[config.mk]
export PLATFORM = sky130hd
export DESIGN_NAME = id_ex_stage
export DESIGN_NICKNAME = d
export VERILOG_FILES = /design/src/rtl/mips_pkg.sv /design/src/rtl/fwd_mux.sv /design/src/rtl/id_ex_stage.sv
export SDC_FILE = /design/constraint.sdc
export NUM_CORES = 1
export LEC_CHECK = 0
export CAP_MARGIN = 20
export CORE_ASPECT_RATIO = 1.25
export CORE_MARGIN = 3
export CORE_UTILIZATION = 36
export DETAILED_ROUTE_END_ITERATION = 16
export HOLD_SLACK_MARGIN = 0.08
export PLACE_DENSITY = 0.84
export SETUP_SLACK_MARGIN = 0.5
export SYNTH_ARGS = -nofsm -noshare
export SYNTH_HDL_FRONTEND = slang
export SYNTH_HIERARCHICAL = 1
export SYNTH_SLANG_ARGS = --single-unit
export TNS_END_PERCENT = 30
[constraint.sdc]
create_clock -name clk -period 2 [get_ports clk]
set_clock_uncertainty 0.05 [all_clocks]
set_input_delay 0.4 -clock clk [delete_from_list [all_inputs] [get_ports clk]]
set_output_delay 0.4 -clock clk [all_outputs]
set_load 0.05 [all_outputs]
[src/rtl/mips_pkg.sv]
// Shared widths, ALU operation codes and the ID/EX slot record for the MIPS pipeline.
package mips_pkg;

    localparam int unsigned DataW = 32;
    localparam int unsigned RegW  = 5;
    localparam int unsigned ImmW  = 16;
    localparam int unsigned OpW   = 4;

    typedef enum logic [OpW-1:0] {
        AluAnd = 4'b0000,
        AluOr  = 4'b0001,
        AluAdd = 4'b0010,
        AluXor = 4'b0011,
        AluSub = 4'b0110,
        AluSlt = 4'b0111,
        AluNor = 4'b1100
    } alu_op_e;

    typedef enum logic {
        StEmpty,
        StFull
    } slot_state_e;

    typedef struct packed {
        logic [DataW-1:0] rs_data;
        logic [DataW-1:0] rt_data;
        logic [ImmW-1:0]  imm;
        logic [RegW-1:0]  rs;
        logic [RegW-1:0]  rt;
        logic [RegW-1:0]  wr_reg;
        logic [OpW-1:0]   operation;
        logic             alu_src;
        logic             sign_ext;
        logic             reg_write;
        logic             mem_read;
        logic             mem_write;
    } id_ex_t;

    function automatic logic [DataW-1:0] extend_imm(input logic [ImmW-1:0] imm,
                                                    input logic            sign_ext);
        return sign_ext ? {{(DataW-ImmW){imm[ImmW-1]}}, imm} : {{(DataW-ImmW){1'b0}}, imm};
    endfunction

endpackage

[src/rtl/fwd_mux.sv]
// Operand forwarding select: MEM result beats WB result beats captured data; $0 never forwarded.
// Selection logic exists only when MIPS_FORWARD_EN is defined; otherwise data passes through.
module fwd_mux
    import mips_pkg::*;
(
    input  logic [RegW-1:0]  reg_num,
    input  logic [DataW-1:0] reg_data,
    input  logic             mem_reg_write,
    input  logic [RegW-1:0]  mem_wr_reg,
    input  logic [DataW-1:0] mem_result,
    input  logic             wb_reg_write,
    input  logic [RegW-1:0]  wb_wr_reg,
    input  logic [DataW-1:0] wb_result,
    output logic [DataW-1:0] fwd_data
);

`ifdef MIPS_FORWARD_EN
    always_comb begin
        fwd_data = reg_data;
        if (reg_num != '0) begin
            if (mem_reg_write && (mem_wr_reg == reg_num)) begin
                fwd_data = mem_result;
            end else if (wb_reg_write && (wb_wr_reg == reg_num)) begin
                fwd_data = wb_result;
            end
        end
    end
`else
    logic unused_fwd;
    assign unused_fwd = ^{reg_num, mem_reg_write, mem_wr_reg, mem_result,
                          wb_reg_write, wb_wr_reg, wb_result};
    assign fwd_data   = reg_data;
`endif

endmodule

[src/rtl/id_ex_stage.sv]
// ID/EX pipeline register: one-slot buffer with load-use stall, flush and operand forwarding.
// Define MIPS_FORWARD_EN to enable forwarding; without it every RAW hazard stalls instead.
module id_ex_stage
    import mips_pkg::*;
(
    input  logic             clk,
    input  logic             rst,
    input  logic             id_valid,
    output logic             id_ready,
    input  logic [DataW-1:0] id_rs_data,
    input  logic [DataW-1:0] id_rt_data,
    input  logic [ImmW-1:0]  id_imm,
    input  logic [RegW-1:0]  id_rs,
    input  logic [RegW-1:0]  id_rt,
    input  logic [RegW-1:0]  id_wr_reg,
    input  logic [OpW-1:0]   id_operation,
    input  logic             id_alu_src,
    input  logic             id_sign_ext,
    input  logic             id_reg_write,
    input  logic             id_mem_read,
    input  logic             id_mem_write,
    input  logic             mem_reg_write,
    input  logic [RegW-1:0]  mem_wr_reg,
    input  logic [DataW-1:0] mem_result,
    input  logic             wb_reg_write,
    input  logic [RegW-1:0]  wb_wr_reg,
    input  logic [DataW-1:0] wb_result,
    input  logic             flush,
    input  logic             ex_ready,
    output logic             ex_valid,
    output logic [DataW-1:0] SrcA,
    output logic [DataW-1:0] SrcB,
    output logic [OpW-1:0]   operation,
    output logic [RegW-1:0]  ex_wr_reg,
    output logic             ex_reg_write,
    output logic             ex_mem_read,
    output logic             ex_mem_write,
    output logic [DataW-1:0] ex_store_data,
    output logic             hazard_stall
);

    slot_state_e      state_q, state_d;
    id_ex_t           slot_q, slot_d;
    logic             transfer;
    logic             ex_hit;
    logic [DataW-1:0] rs_fwd, rt_fwd;

    assign ex_valid = (state_q == StFull);

    always_comb begin
        ex_hit = ex_valid && (slot_q.wr_reg != '0) &&
                 ((slot_q.wr_reg == id_rs) || (slot_q.wr_reg == id_rt));
`ifdef MIPS_FORWARD_EN
        hazard_stall = id_valid && ex_hit && slot_q.mem_read;
`else
        // No bypass: any pending write from EX or MEM to a source register must drain first.
        hazard_stall = id_valid &&
                       ((ex_hit && (slot_q.reg_write || slot_q.mem_read)) ||
                        (mem_reg_write && (mem_wr_reg != '0) &&
                         ((mem_wr_reg == id_rs) || (mem_wr_reg == id_rt))));
`endif
    end

    assign id_ready = (ex_ready || !ex_valid) && !hazard_stall;
    assign transfer = id_valid && id_ready;

    always_comb begin
        state_d = state_q;
        slot_d  = slot_q;
        if (flush) begin
            state_d = StEmpty;
        end else if (transfer) begin
            state_d          = StFull;
            slot_d.rs_data   = id_rs_data;
            slot_d.rt_data   = id_rt_data;
            slot_d.imm       = id_imm;
            slot_d.rs        = id_rs;
            slot_d.rt        = id_rt;
            slot_d.wr_reg    = id_wr_reg;
            slot_d.operation = id_operation;
            slot_d.alu_src   = id_alu_src;
            slot_d.sign_ext  = id_sign_ext;
            slot_d.reg_write = id_reg_write;
            slot_d.mem_read  = id_mem_read;
            slot_d.mem_write = id_mem_write;
        end else if (ex_ready) begin
            // Drained with nothing to replace it (includes the load-use bubble).
            state_d = StEmpty;
        end
    end

    always_ff @(posedge clk) begin
        if (rst) begin
            state_q <= StEmpty;
            slot_q  <= '0;
        end else begin
            state_q <= state_d;
            slot_q  <= slot_d;
        end
    end

    fwd_mux u_fwd_rs (
        .reg_num       (slot_q.rs),
        .reg_data      (slot_q.rs_data),
        .mem_reg_write (mem_reg_write),
        .mem_wr_reg    (mem_wr_reg),
        .mem_result    (mem_result),
        .wb_reg_write  (wb_reg_write),
        .wb_wr_reg     (wb_wr_reg),
        .wb_result     (wb_result),
        .fwd_data      (rs_fwd)
    );

    fwd_mux u_fwd_rt (
        .reg_num       (slot_q.rt),
        .reg_data      (slot_q.rt_data),
        .mem_reg_write (mem_reg_write),
        .mem_wr_reg    (mem_wr_reg),
        .mem_result    (mem_result),
        .wb_reg_write  (wb_reg_write),
        .wb_wr_reg     (wb_wr_reg),
        .wb_result     (wb_result),
        .fwd_data      (rt_fwd)
    );

    assign SrcA          = rs_fwd;
    assign SrcB          = slot_q.alu_src ? extend_imm(slot_q.imm, slot_q.sign_ext) : rt_fwd;
    assign ex_store_data = rt_fwd;
    assign operation     = slot_q.operation;
    assign ex_wr_reg     = slot_q.wr_reg;
    assign ex_reg_write  = ex_valid && slot_q.reg_write;
    assign ex_mem_read   = ex_valid && slot_q.mem_read;
    assign ex_mem_write  = ex_valid && slot_q.mem_write;

endmodule
# Yosys cells after proc, flatten, opt, wreduce, memory -nomap -nowiden
# Index checks and enable logic that the tools add are counted.
# totals
mem_count	0
latch_bits	0
mem_bits_ro	0
wordCells	43
mem_bits_rw	0
output_inout_bits	111
regBits	95
# classes
add_sub_neg	0
n_mul	0
div	0
n_bitwise	1
magnitude_cmp	0
n_mux	4
shift	0
eq_ne	4
n_reduce_logical	23
# ops
cell	count
$mux 32	2
$eq 5x5->1	4
$logic_and 1x1->1	11
$reduce_bool 5->1	2
$logic_or 1x1->1	5
$logic_not 1->1	2
$mux 1	2
$reduce_and 2->1	1
$reduce_bool 2->1	1
$reduce_or 2->1	1
$not 1->1	1

# Longest topological paths before layout
# depth
depth_word	10
depth_mapped	8
ltp_nobuf	6

# Modules after synthesis
# The synthesis kept the hierarchy.
# by_module_without_submodules
mod	area_each_um2	seq_area_each_um2	cells_each	n_inst
id_ex_stage	5381.4	2102.0	561	1
fwd_mux	240.2	0.0	32	2

# Worst setup path after synthesis
# Ideal clock, no wire load.
# synth_timing
kind	in2out
start	input id_rt[3]
end	output id_ready
n_path_buf	0
arrival_ns	2.749
slack_ns	-1.199
stages	5
path_cell_list	xor2_1 > nor3_1 > a22oi_1 > o32ai_1 > nor2_1
# synth_via
elab_chain_len	8
# synth_rtl
element	line	text
start: declaration	id_ex_stage.sv:14	input logic [RegW-1:0] id_rt,
$eq 5x5->1	id_ex_stage.sv:52	((slot_q.wr_reg == id_rs) || (slot_q.wr_reg == id_rt));
$logic_or 1x1->1	id_ex_stage.sv:52	
$logic_and 1x1->1	id_ex_stage.sv:51	ex_hit = ex_valid && (slot_q.wr_reg != '0) &&
$logic_and 1x1->1	id_ex_stage.sv:58	((ex_hit && (slot_q.reg_write || slot_q.mem_read)) ||
$logic_or 1x1->1 *	id_ex_stage.sv:58	
$logic_and 1x1->1 *	id_ex_stage.sv:57	hazard_stall = id_valid &&
net hazard_stall	id_ex_stage.sv:39	output logic hazard_stall
$logic_not 1->1 *	id_ex_stage.sv:64	assign id_ready = (ex_ready || !ex_valid) && !hazard_stall;
$logic_and 1x1->1 *	id_ex_stage.sv:64	
end: declaration	id_ex_stage.sv:9	output logic id_ready,
# Mark *: on every way through the listed nets, which the timed path passes. The rest lies on a longest branch.

# Worst setup path in the final report
# layout_timing
start	input id_rs[2]
end	output hazard_stall
# layout_via
elab_chain_len	6
# layout_rtl
element	line	text
start: declaration	id_ex_stage.sv:13	input logic [RegW-1:0] id_rs,
$eq 5x5->1	id_ex_stage.sv:52	
$logic_or 1x1->1	id_ex_stage.sv:52	
$logic_and 1x1->1	id_ex_stage.sv:51	
$logic_and 1x1->1	id_ex_stage.sv:58	
$logic_or 1x1->1 *	id_ex_stage.sv:58	
$logic_and 1x1->1 *	id_ex_stage.sv:57	
end: declaration	id_ex_stage.sv:39	
# Mark *: on every way between the ends. The rest lies on a longest branch, timed or not.

==> key figures <==
Run status
  • Status: finished, violations left
  • Failing checks: negative setup slack

Synth
  • Yosys warns: 6
  • Syn Inst Count: 585
  • Synth Cell Area: 0.00544 mm2
  • Syn Area/Cell: 9.29 um2
  • Post-synth net total: 770

Worst setup path
  • Slowest stage cell, crit path: o32ai_4
  • Worst Path Required: 1.55 ns
  • Startpoint types: input pin
  • Crit-path max FO: 2
  • Worst setup EP type: output pin
  • Setup Crit Path Kind: in2out
  • Worst reg2reg setup slack: -0.13 ns
  • Critical Path AT: 1.79 ns
  • Critical Path, Cell by Cell: dlygate4sd2_1 > xor2_1 > nor3_2 > a22oi_2 > o32ai_4 > buf_6 > buf_12
  • CP max stage delay: 0.35 ns

Layout
  • Number of fill cells: 1225
  • Finished Cell Area: 0.00854 mm2
  • Max FFs per register: 85
  • Diode count: 0
  • Layout cells sized above 1: 31.6%
  • Area Overhead vs Synth: 57.1%
  • Register Area: 0.00191 mm2
  • Final net count: 952
  • Footprint of the multi-input gates: 0.00303 mm2

Placement
  • PortBufs: 225
  • Pre-CTS setup slack: -0.740 ns
  • Placed Area: 0.00764 mm2
  • Post-DP HPWL: 9760 um
  • Gpl congestion: 0.769

Power and ir drop
  • Combinational power share: 29.4%
  • Power density over the cells: 638 mW/mm2
  • VDD IR-drop max: 0.357 mV
  • Switching part of the total: 31.1%
  • Clk pwr share: 32.6%
  • Flop pwr share: 38.0%
  • Int Pwr: 3.76 mW
  • Switching power: 1.69 mW
  • P_leak: 3.52 nW

Timing
  • Worst Setup Slack, final: -0.241 ns
  • F_max: 0.446 GHz
  • RSZ-0062 raised after global routing: true
  • Hold WS: 0.409 ns
  • Final hold vios: 0
  • Worst-margin pin slew: 0.537 ns
  • Max_slew headroom: 64.2%
  • Crit path time final: 2.24 ns
  • Final setup fails: 91
  • Final period util: 112%
  • Fin. max-slew vios: 0

CTS
  • CTS root buf: clkbuf_16
  • Clk slew on worst S/H paths: 0.07 ns
  • CTS Buf Count: 9
  • CTS max path bufs: 2
  • CTS sink cnt: 95
  • Number of H-tree levels: 3
  • CTS tree: yes
  • Hold buffers post-CTS: 0
  • Clk_lat worst skew: 0.33 ns

Floorplanning
  • Ports: 296
  • Die footprint: 0.0166 mm2
  • Core area: 0.0146 mm2
  • Row cnt: 49
  • Die X-Extent: 116 um
  • Initial Util: 37.3%
  • Die outline height: 143 um

Job
  • Max_cap viols: 0

Route
  • Post-route ant nets: 0
  • DRT Pass-1 Iters: 4
  • Routed vias: 4310
  • WL final: 14800 um
  • Routed length per instance: 15.5 um
  • DRC violations left: 0
  • Via-per-instance ratio: 4.54
  • DRT iter0 DRCs: 186

GRT
  • Total track usage: 16.1%
  • Overflow after GRT: 0
  • Initial antenna violation count: 0
  • Number of global-route vias before repair: 4208
  • Pin count of the biggest net entering global routing: 99
  • First-pass GRT wire length: 21300 um

Hold path
  • Hold WC Path Type: in2reg
==> layout make-up <==
| cell class | count | share of cell area (%) |
|---|---|---|
| repair buffers | 282 | 35.2 |
| clock buffers | 9 | 2.64 |
| clock inverters | 7 | 0.938 |
| multi-input cells | 362 | 35.5 |
| well taps | 178 | 2.61 |
| flip-flops and latches | 95 | 22.4 |
| inverters | 17 | 0.747 |
==> power groups by stage <==
stage                     Combinational [mW]  Sequential (mW)  Clock, mW
after floorplan                        0.970             2.09          0
after global placement                  1.43             2.11          0
after detailed placement                1.45             2.11          0
after CTS                               1.55             2.07       1.83
after global routing                    1.69             2.09       1.89
final                                   1.60             2.07       1.78
==> cells in the final DEF (no fill, tap or decap), drive strengths merged, types with 3 or more instances in the layout <==
master	instances
mux2	16
dfxtp	95
nor3	7
dlygate4sd2	6
nor2	6
clkdlybuf4s15	3
buf	128
mux2i	94
nand2b	188
o21ai	17
and2	3
inv	20
xor2	20
clkbuf	54
clkdlybuf4s50	98
==> worst max-delay path, delay by kind of cell <==
family / cells / cell delay, ns
AOI/OAI and AO/OA: 2 / 0.46
and+or+nand+nor: 1 / 0.21
buffers and inverters: 3 / 0.53
xor gates and xnor gates: 1 / 0.18
==> stage by stage <==
step / std cells / util, % / TNS [ns] / power [mW]
after global routing: 950 / 58.5 / -15.59 / 5.67
after floorplan: 585 / - / -14.63 / 3.06
after global placement: 901 / 52.4 / -61.23 / 3.54
after CTS: 935 / 56.8 / -5.17 / 5.45
final: 950 / 58.5 / -8.46 / 5.45
after detailed placement: 901 / 52.4 / -64.80 / 3.56
==> per-layer routing <==
| metal | wire [um] | up-vias | track usage [%] |
|---|---|---|---|
| met5 | 0 | - | 0 |
| met4 | 403 | 0 | 7.21 |
| met3 | 760 | 23 | 2.78 |
| met2 | 7820 | 130 | 28.3 |
| met1 | 5780 | 1993 | 18.9 |
| li1 | - | 2164 | - |
==> final timing paths <==
| kind | cells after the start | end | start |
|---|---|---|---|
| setup / recovery | 7 | hazard_stall | id_rs[2] |
| hold reg to reg | 2 | slot_q[0]$_SDFFE_PP0P_ | slot_q[0]$_SDFFE_PP0P_ |
| setup reg to reg | 11 | ex_wr_reg[2]$_SDFFE_PP0P_ | ex_wr_reg[1]$_SDFFE_PP0P_ |
| hold / removal | 3 | slot_q[78]$_SDFFE_PP0P_ | rst |
==> timing repair <==
item | CTS | global route
resized for setup | 133 | 163
pin swaps | 12 | 10
setup buffers | 10 | 11
setup endpoints to repair | 191 | 176
cloned | 8 | 4
Power figures use the tool's default switching activity.
